--- src/rtl/vpu_vcfg_unit.sv ---
// Vector configuration unit: executes vsetvli/vsetivli/vsetvl and vector CSR reads,
// holds architectural vl/vtype and hands scalar results to commit via valid/commit.
module vpu_vcfg_unit #(
    parameter int VLEN = 128,
    parameter int ELEN = 32
) (
    input  logic        clk_i,
    input  logic        rst_i,
    input  logic        cfg_valid_i,
    output logic        cfg_ready_o,
    input  logic [1:0]  cfg_op_i,
    input  logic        rs1_zero_i,
    input  logic        rd_zero_i,
    input  logic [31:0] avl_i,
    input  logic [31:0] vtype_i,
    input  logic [1:0]  csr_sel_i,
    input  logic        flush_i,
    output logic        VCFG_read_valid_o,
    output logic [31:0] VCFG_read_data_o,
    input  logic        VCFG_commit_i,
    output logic [31:0] vl_o,
    output logic [31:0] vtype_o
);

    typedef enum logic [1:0] {S_IDLE, S_CALC, S_RESP} state_e;
    typedef enum logic [1:0] {OP_VSETVLI, OP_VSETIVLI, OP_VSETVL, OP_CSR} op_e;

    localparam int          MAX_VSEW  = $clog2(ELEN / 8);
    localparam logic [31:0] VLENB     = 32'(VLEN / 8);
    localparam logic [31:0] VTYPE_ILL = 32'h8000_0000;

    state_e      state_q, state_d;
    op_e         op_q;
    logic        rs1_zero_q, rd_zero_q;
    logic [31:0] avl_q, req_vtype_q;
    logic [1:0]  csr_sel_q;
    logic        valid_q, upd_q;
    logic [31:0] data_q, new_vl_q, new_vtype_q;
    logic [31:0] vl_q, vtype_q;
    logic        accept;

    assign accept = (state_q == S_IDLE) && cfg_valid_i && !flush_i;

    always_ff @(posedge clk_i or negedge rst_i) begin
        if (!rst_i) state_q <= S_IDLE;
        else        state_q <= state_d;
    end

    // NOTE: every variable assigned in always_comb gets a default first, so no latch is inferred.
    always_comb begin
        state_d = state_q;
        unique case (state_q)
            S_IDLE:  if (accept) state_d = S_CALC;
            S_CALC:  state_d = flush_i ? S_IDLE : S_RESP;
            S_RESP:  if (flush_i || VCFG_commit_i) state_d = S_IDLE;
            default: state_d = S_IDLE;
        endcase
    end

    // NOTE: operand registers are reset too, so nothing downstream ever sees X after reset.
    always_ff @(posedge clk_i or negedge rst_i) begin
        if (!rst_i) begin
            op_q        <= OP_VSETVLI;
            rs1_zero_q  <= 1'b0;
            rd_zero_q   <= 1'b0;
            avl_q       <= '0;
            req_vtype_q <= '0;
            csr_sel_q   <= '0;
        end else if (accept) begin
            op_q        <= op_e'(cfg_op_i);
            rs1_zero_q  <= rs1_zero_i;
            rd_zero_q   <= rd_zero_i;
            avl_q       <= avl_i;
            req_vtype_q <= vtype_i;
            csr_sel_q   <= csr_sel_i;
        end
    end

    logic [2:0]  vlmul, vsew;
    logic        frac;
    logic [1:0]  frac_k;
    logic        illegal;
    logic [31:0] vlen_per_sew, vlmax, avl_eff, new_vl_c, csr_data;

    always_comb begin
        vlmul  = req_vtype_q[2:0];
        vsew   = req_vtype_q[5:3];
        frac   = vlmul[2];
        frac_k = 2'(4'd8 - {1'b0, vlmul});
        // Fractional LMUL is legal only while SEW <= ELEN*LMUL, i.e. vsew + k <= log2(ELEN/8).
        illegal = (|req_vtype_q[31:8]) || (int'(vsew) > MAX_VSEW) || (vlmul == 3'd4)
                  || (frac && (int'(vsew) + int'(frac_k) > MAX_VSEW));
        vlen_per_sew = 32'(VLEN) >> ({1'b0, vsew} + 4'd3);
        vlmax        = frac ? (vlen_per_sew >> frac_k) : (vlen_per_sew << vlmul[1:0]);

        avl_eff = avl_q;
        if (op_q != OP_VSETIVLI && rs1_zero_q) avl_eff = rd_zero_q ? vl_q : vlmax;
        new_vl_c = (avl_eff <= vlmax) ? avl_eff : vlmax;

        unique case (csr_sel_q)
            2'd0:    csr_data = vl_q;
            2'd1:    csr_data = vtype_q;
            2'd2:    csr_data = VLENB;
            default: csr_data = '0;
        endcase
    end

    // NOTE: sequential state uses non-blocking assignments only, so every register samples pre-edge values.
    always_ff @(posedge clk_i or negedge rst_i) begin
        if (!rst_i) begin
            valid_q     <= 1'b0;
            data_q      <= '0;
            upd_q       <= 1'b0;
            new_vl_q    <= '0;
            new_vtype_q <= VTYPE_ILL;
        end else if (state_q == S_CALC && !flush_i) begin
            valid_q <= 1'b1;
            if (op_q == OP_CSR) begin
                data_q <= csr_data;
                upd_q  <= 1'b0;
            end else if (illegal) begin
                data_q      <= '0;
                upd_q       <= 1'b1;
                new_vl_q    <= '0;
                new_vtype_q <= VTYPE_ILL;
            end else begin
                data_q      <= new_vl_c;
                upd_q       <= 1'b1;
                new_vl_q    <= new_vl_c;
                new_vtype_q <= req_vtype_q;
            end
        end else if (state_q == S_RESP && (flush_i || VCFG_commit_i)) begin
            valid_q <= 1'b0;
            data_q  <= '0;
        end
    end

    // Architectural CSRs change only when commit accepts an un-flushed config result.
    always_ff @(posedge clk_i or negedge rst_i) begin
        if (!rst_i) begin
            vl_q    <= '0;
            vtype_q <= VTYPE_ILL;
        end else if (state_q == S_RESP && VCFG_commit_i && !flush_i && upd_q) begin
            vl_q    <= new_vl_q;
            vtype_q <= new_vtype_q;
        end
    end

    assign cfg_ready_o       = (state_q == S_IDLE);
    assign VCFG_read_valid_o = valid_q;
    assign VCFG_read_data_o  = data_q;
    assign vl_o              = vl_q;
    assign vtype_o           = vtype_q;

endmodule

--- config.mk ---
export PLATFORM = sky130hd
export DESIGN_NAME = vpu_vcfg_unit
export DESIGN_NICKNAME = d
export VERILOG_FILES = /design/src/rtl/vpu_vcfg_unit.sv
export SDC_FILE = /design/constraint.sdc
export NUM_CORES = 1
export LEC_CHECK = 0
export BUFFER_PORTS_ARGS = -buffer_cell sky130_fd_sc_hd__buf_2
export CAP_MARGIN = 5
export CORE_MARGIN = 2
export CORE_UTILIZATION = 45
export CTS_CLUSTER_DIAMETER = 100
export CTS_CLUSTER_SIZE = 12
export DETAILED_ROUTE_END_ITERATION = 10
export GPL_ROUTABILITY_DRIVEN = 0
export PLACE_DENSITY = 0.73
export SLEW_MARGIN = 40
export SYNTH_ARGS = -nofsm -noshare
export SYNTH_HDL_FRONTEND = slang
export SYNTH_SLANG_ARGS = --single-unit
--- constraint.sdc ---
create_clock -name clk_i -period 3.2 [get_ports clk_i]
set_input_delay 0.32 -clock clk_i [delete_from_list [all_inputs] [get_ports clk_i]]
set_output_delay 0.32 -clock clk_i [all_outputs]
set_load 0.005 [all_outputs]
**Yosys cells after proc, flatten, opt, wreduce, memory -nomap -nowiden**

Index checks and enable logic that the tools add are counted.

- Word-level logic and storage cells: 70
- Register bits: 234
- Bits of input ports: 75
- Output and inout bits: 98

- $add $sub $neg: 3
- Reduce and logical (&&, ||, !) cells: 20
- Shifts and indexed selects: 3
- Eq/ne operators: 9
- Muxes and demuxes: 17
- Bitwise operators: 1
- Magnitude comparators: 3

Operators by type and width:

| operator | count |
|---|---|
| 32-bit 2-to-1 mux | 9 |
| 32-bit one-hot mux with 3 select lines | 1 |
| 32-bit <= comparator | 1 |
| 32-bit by 2-bit left shift with 32-bit output | 1 |
| 32-bit by 2-bit >> shifter with 32-bit output | 1 |
| 8-bit by 4-bit >> shifter with 32-bit output (first input constant) | 1 |
| 24-bit OR reduction | 1 |
| 1-bit logical AND | 9 |
| 2-bit equality test (second input constant) | 3 |
| 2-bit 2-to-1 mux | 3 |
| 2-bit one-hot mux with 3 select lines | 1 |
| 3-bit by 2-bit adder with 4-bit output | 1 |
| 3-bit by 2-bit adder with 4-bit output (second input constant) | 1 |
| 2-bit by 1-bit equality test with 1-bit output (second input constant) | 2 |
| 4-bit by 2-bit greater-than comparator with 1-bit output (second input constant) | 1 |
| 2-bit logical NOT | 2 |
| 1-bit logical OR | 4 |
| 2-bit by 1-bit != test with 1-bit output (second input constant) | 2 |
| 2-bit AND reduction | 2 |
| 3-bit equality test (second input constant) | 1 |
| 3-bit by 2-bit greater-than comparator with 1-bit output (second input constant) | 1 |
| 1-bit 2-to-1 mux | 3 |
| 2-bit != test (second input constant) | 1 |
| 2-bit nonzero test | 1 |
| 3 further kinds | 3 |

**Longest topological paths before layout**

- Depth after elaboration: 11
- Mapped depth: 16
- Mapped depth without buffers: 14

**Worst setup path before layout**

No wires, ideal clock.

- Kind: reg2reg
- From: reg req_vtype_q[1]
- To: reg data_q[2] (netlist: VCFG_read_data_o[2])
- Cell stages (with the launch flop): 16
- Arrival time: 3286 ps
- Period minus slack after synthesis: 3416 ps
- Path buffers: 2
- Path slack: -216 ps
- Setup time: 130 ps
- Required time: 3070 ps
- Path through: dfrtp_1 > clkbuf_1 > inv_1 > ha_1 > inv_1 > nor4b_1 > nor4_1 > a21oi_1 > a21o_1 > ha_1 > nand4_1 > o21a_1 > or3_1 > buf_1 > o31ai_1 > o21ai_0

- Longest elaborated chain between the ends: 10
- Elaborated cells on any way between the ends: 17
- Those cells by class: add/sub: 2; order compare: 2; eq/ne: 1; shift: 2; mux: 7; reduce/logical: 3

Ends and longest elaborated chain:

| what | RTL line | RTL |
|---|---|---|
| from (decl) | 35 | `logic [31:0] avl_q, req_vtype_q;` |
| from (signal assigned) | 74 | `req_vtype_q <= vtype_i;` |
| 1-bit by 2-bit subtractor with 2-bit output | 89 | `frac_k = 2'(4'd8 - {1'b0, vlmul});` |
| 32-bit by 2-bit >> shifter with 32-bit output | 94 | `vlmax = frac ? (vlen_per_sew >> frac_k) : (vlen_per_sew << vlmul[1:0]);` |
| 32-bit 2-to-1 mux | 94 |  |
| 32-bit 2-to-1 mux (2 in series) | 97 | `if (op_q != OP_VSETIVLI && rs1_zero_q) avl_eff = rd_zero_q ? vl_q : vlmax;` |
| 32-bit <= comparator | 98 | `new_vl_c = (avl_eff <= vlmax) ? avl_eff : vlmax;` |
| 32-bit 2-to-1 mux | 98 |  |
| 32-bit 2-to-1 mux * | 121 | `end else if (illegal) begin` |
| 32-bit 2-to-1 mux * | 118 | `if (op_q == OP_CSR) begin` |
| 32-bit 2-to-1 mux * | 116 | `end else if (state_q == S_CALC && !flush_i) begin` |
| to (signal assigned) | 119 | `data_q <= csr_data;` |
| to (signal assigned) | 127 | `data_q <= new_vl_c;` |
| to (decl) | 38 | `logic [31:0] data_q, new_vl_q, new_vtype_q;` |

Every way passes the cells marked *; elsewhere a longest branch is shown, timed or not.
A chain may end at the register's enable or synchronous reset.

**Final worst setup path**

- From: reg req_vtype_q[1]
- To: reg data_q[0] (netlist: VCFG_read_data_o[0])

The elaborated chain is that of the path after synthesis.

==> results <==
- The flow ran to the end, and the final reports show no timing, DRC or antenna violations.
- During synthesis, Yosys emitted a total of 0 warnings.
- The number of violations of the max-capacitance limit is 0.
- The detailed placement HPWL is ~16000 um.
- In this run the worst path has a maximum fanout of 8.
- The routed length per instance is around 19 um.
- By instance count, the leading cell after synthesis is sky130_fd_sc_hd__dfrtp_1.
- The post-layout minimum cycle time is 3.14 ns.
- The hold violation total from the final report is 0.
- The type of the worst min-delay path is input port to flop.
- The width of the die is about 150 um.
- The synthesized design devotes to its leading area cell type between 50 and 60% of total area.
- The H-tree depth is 1.
- The number of violations reported at the end of detailed-routing iteration 0 is 410.
- The DRC violations left is 0.
- For this design the static power due to leakage is 6.00 nW.
- The maximum buffer depth of the clock tree is 3.
- The number of enable-type register cells in the synthesized netlist is 0.
- TritonCTS created 23 clock buffers.
- The floorplan step defined a core boundary enclosing ~0.022 sq mm.
- The cell depth of the worst hold path is 3.
- The number of standard-cell rows in the floorplan is between 50 and 60.
- roughly 170 I/O pins were placed.
- The share of flip-flops with an asynchronous set or reset after synthesis is 100%.
- The area of the mapped netlist is 0.00995 sq mm.
- The layout cell share with drive strength beyond 1 is between 40% and 50%.
- CTS placed an instance of sky130_fd_sc_hd__clkbuf_16 at the clock tree root.
- The area share of and/or/nand/nor cells after synthesis is 12.8%.
- The number of cells after detailed placement is roughly 1200.
- In this run the tool buffered the top-level ports with between 150 and 200 buffer cells.
- The critical path capture point type is a flop.
- The number of storage elements in the synthesis netlist is around 230.
- A synthesized cell averages roughly 12 sq um.
- After synthesis, flip-flops and latches occupy between 50% and 60% of the total area.
- The post-synthesis to final-layout area growth is 23.3%.
- For the pin with the worst max-slew slack, the measured transition is between 0.6 and 0.7 ns.
- Cells fill a little under three fifths of the core in the end.
- For this block, the via count after detailed routing is between 7000 and 8000.
- The sum of negative setup slack is 0 ns.
- The clock transition at the register clock pins on the worst setup and hold paths after CTS is roughly 0.06 ns.
- Counting distinct cell types in the post-synthesis netlist gives between 50 and 60.
- The clock latency on the worst-skew pair is between 0.5 and 0.6 ns.
- The via count of the first global-routing pass is between 7000 and 8000.
- For this design, the sink count on the clock tree is around 230.
- The global-route wire length before repair is between 30000 and 40000 um.
- The critical path in this run is classified as flop to flop.
- The post-synth net total is 887.
- The number of antenna-violating nets in the routed design is 0.
- In the synthesized netlist, the cells that appear most often are 232 x sky130_fd_sc_hd__dfrtp_1, 129 x sky130_fd_sc_hd__mux2_2, 63 x sky130_fd_sc_hd__nand2_1.
- Synthesis handed over a netlist of 800 instances.
- The normalized max-slew margin is between 50 and 60%.
- The power per cell area is 581 mW/mm^2.
- The portion of the clock cycle consumed by the worst path in the final layout is a little over nine tenths.
- The aggregate global-route resource usage is around a fifth.
- The fraction of synthesized area in multiplexers is 17.8%.
- The xor/xnor share of the synthesized area is 0.264%.
- The setup violation total in the final timing report is 0.
- TritonCTS built the clock tree.
- The count of pins over their slew limit came to 0.
- Hold is met by around 0.023 ns.
- In the post-synthesis netlist, the biggest area contributors are sky130_fd_sc_hd__dfrtp_1 58%, sky130_fd_sc_hd__mux2_2 15%, sky130_fd_sc_hd__mux2i_1 3.2%, sky130_fd_sc_hd__and2_1 3.1%, sky130_fd_sc_hd__o21ai_0 2.4%.
- The initial utilization of the core area, before any placement, comes to between 40% and 50%.
- The peak supply drop is roughly 0.41 mV.
- Summing the areas of all compound-gate instances in the mapped netlist gives about 6.5% of the synthesized area.
- The count of cells in the finished layout, fillers not included, comes to 1287.
- The number of detailed-route iterations in the first pass is 5.
- The pin count of the biggest net entering global routing is 86.
- Data arrives at the worst endpoint at about 3.5 ns.
- The number of antenna violations at the first check in global routing is 1.
- Total power for the finished layout comes to between 0.007 and 0.008 W.
- 0 antenna diodes ended up in the layout.
- The routed design has between 20000 and 25000 um of wire.
- Static timing analysis puts the maximum clock frequency at between 300 and 400 MHz.
- By area, the combinational part of the netlist is dominated by multiplexers.
- From bottom edge to top edge, the die measures around 150 um.
- The global route total overflow is 0.
- Summed over all instances, the cell type with the most area after synthesis is sky130_fd_sc_hd__dfrtp_1.
- The die area is roughly 0.023 sq mm.
- The fraction of the mapped netlist area in adder cells is about 1.6%.
- The net count of the finished layout is 1085.
- Clock skew on the completed layout was measured at between 0.01 and 0.015 ns.
- Measured in cells, the most critical reg-to-reg path has a length of 12.
- The data required time of the critical path is around 3.6 ns.
- In the synthesized netlist the dominant register cell turns out to be sky130_fd_sc_hd__dfrtp_1.
- The worst setup path is launched from a flop.
- The routed via count divided by cell count is roughly 5.6.
==> final timing paths <==
check	to	slack (ns)	startpoint
max	VCFG_read_data_o[0]	0.06	req_vtype_q[1]
min	rd_zero_q	0.02	rd_zero_i
max reg2reg	VCFG_read_data_o[0]	0.06	req_vtype_q[1]
min reg2reg	VCFG_read_data_o[29]	0.47	VCFG_read_data_o[29]
max in group asynchronous	csr_sel_q[0]	1.94	rst_i
min in group asynchronous	new_vtype_q[13]	0.38	rst_i
==> worst max-delay path, cell delays in order (launching register included) <==
cell and delay (ns):
sky130_fd_sc_hd__dfrtp_1 0.39, sky130_fd_sc_hd__inv_2 0.07, sky130_fd_sc_hd__ha_4 0.32, sky130_fd_sc_hd__inv_1 0.08, sky130_fd_sc_hd__nor4b_2 0.45, sky130_fd_sc_hd__nor4_4 0.10
sky130_fd_sc_hd__buf_4 0.16, sky130_fd_sc_hd__ha_1 0.29, sky130_fd_sc_hd__nand4_1 0.14, sky130_fd_sc_hd__o21a_1 0.23, sky130_fd_sc_hd__or3_4 0.43, sky130_fd_sc_hd__o211ai_1 0.25
sky130_fd_sc_hd__nand3_1 0.11
==> logic make-up (layout without fill, tap and decap cells) <==
logic type	Yosys count	after routing
compound gates	105	105
xor+xnor	3	3
fa+ha+maj	12	12
buf+inv	54	261
flops	234	234
mux	161	161
simple gates	231	231
==> stage by stage <==
step | setup WS (ns) | instance area (sq um)
floorplan | 0.00427 | 9970
global placement | -0.0197 | 11300
detailed placement | -0.109 | 11300
CTS | 0.0251 | 11900
global route | -0.113 | 12300
finish | 0.0596 | 12300
==> what timing repair did <==
action	in CTS	in global routing
gates resized for setup	4	45
hold buffers	3	0
hold endpoints to repair	84	0
endpoints found under the setup margin	15	16
pin swaps	0	15
setup buffers	0	15
gates cloned	0	0
==> cells in the final DEF, fill, tap and decap left out, types with 7 or more instances in the layout <==
cell type                   instances
sky130_fd_sc_hd__dfrtp_1          229
sky130_fd_sc_hd__buf_2            172
sky130_fd_sc_hd__mux2_2           129
sky130_fd_sc_hd__nand2_1           62
sky130_fd_sc_hd__and2_1            50
sky130_fd_sc_hd__o21ai_0           44
sky130_fd_sc_hd__buf_4             35
sky130_fd_sc_hd__mux2i_1           32
sky130_fd_sc_hd__nor2_1            26
sky130_fd_sc_hd__clkbuf_16         23
sky130_fd_sc_hd__a21oi_1           17
sky130_fd_sc_hd__nor4_1            15
sky130_fd_sc_hd__nand4_1           12
sky130_fd_sc_hd__nand3_1           12
sky130_fd_sc_hd__ha_1              10
sky130_fd_sc_hd__clkbuf_1           9
sky130_fd_sc_hd__inv_1              7
==> power breakdown <==
group | internal [W] | switching [W] | total (W)
Clock | 0.00132 | 0.00107 | 0.00238
Combinational | 0.000655 | 0.000725 | 0.00138
Sequential | 0.00317 | 0.000190 | 0.00336
Total | 0.00514 | 0.00199 | 0.00713
==> sequential cells by signal (all words and copies together) (netlist names) <==
name	count
VCFG_read_data_o	32
VCFG_read_valid_o	1
avl_q	32
csr_sel_q	2
new_vl_q	32
new_vtype_q	32
op_q	2
rd_zero_q	1
req_vtype_q	32
rs1_zero_q	1
state_q	2
upd_q	1
vl_o	32
vtype_o	32
==> final cells by class <==
cell class / count / area (sq um)
flip-flops and latches: 234 / 5860
clock inverters: 2 / 17.5
repair buffers: 218 / 1280
fillers: 1846 / 9490
multi-input cells: 512 / 4110
inverters: 9 / 33.8
clock buffers: 32 / 609
well taps: 280 / 350
==> routing by layer <==
layer / global-route usage, % / share of wire [%] / wire length (um) / up-vias
li1: - / - / - / 3265
met1: 26.8 / 43 / 10300 / 3577
met2: 33.0 / 47 / 11400 / 268
met3: 4.64 / 7.3 / 1750 / 52
met4: 5.07 / 2.8 / 662 / 2
met5: 0 / 0.046 / 11 / -
Power figures use the tool's default switching activity.
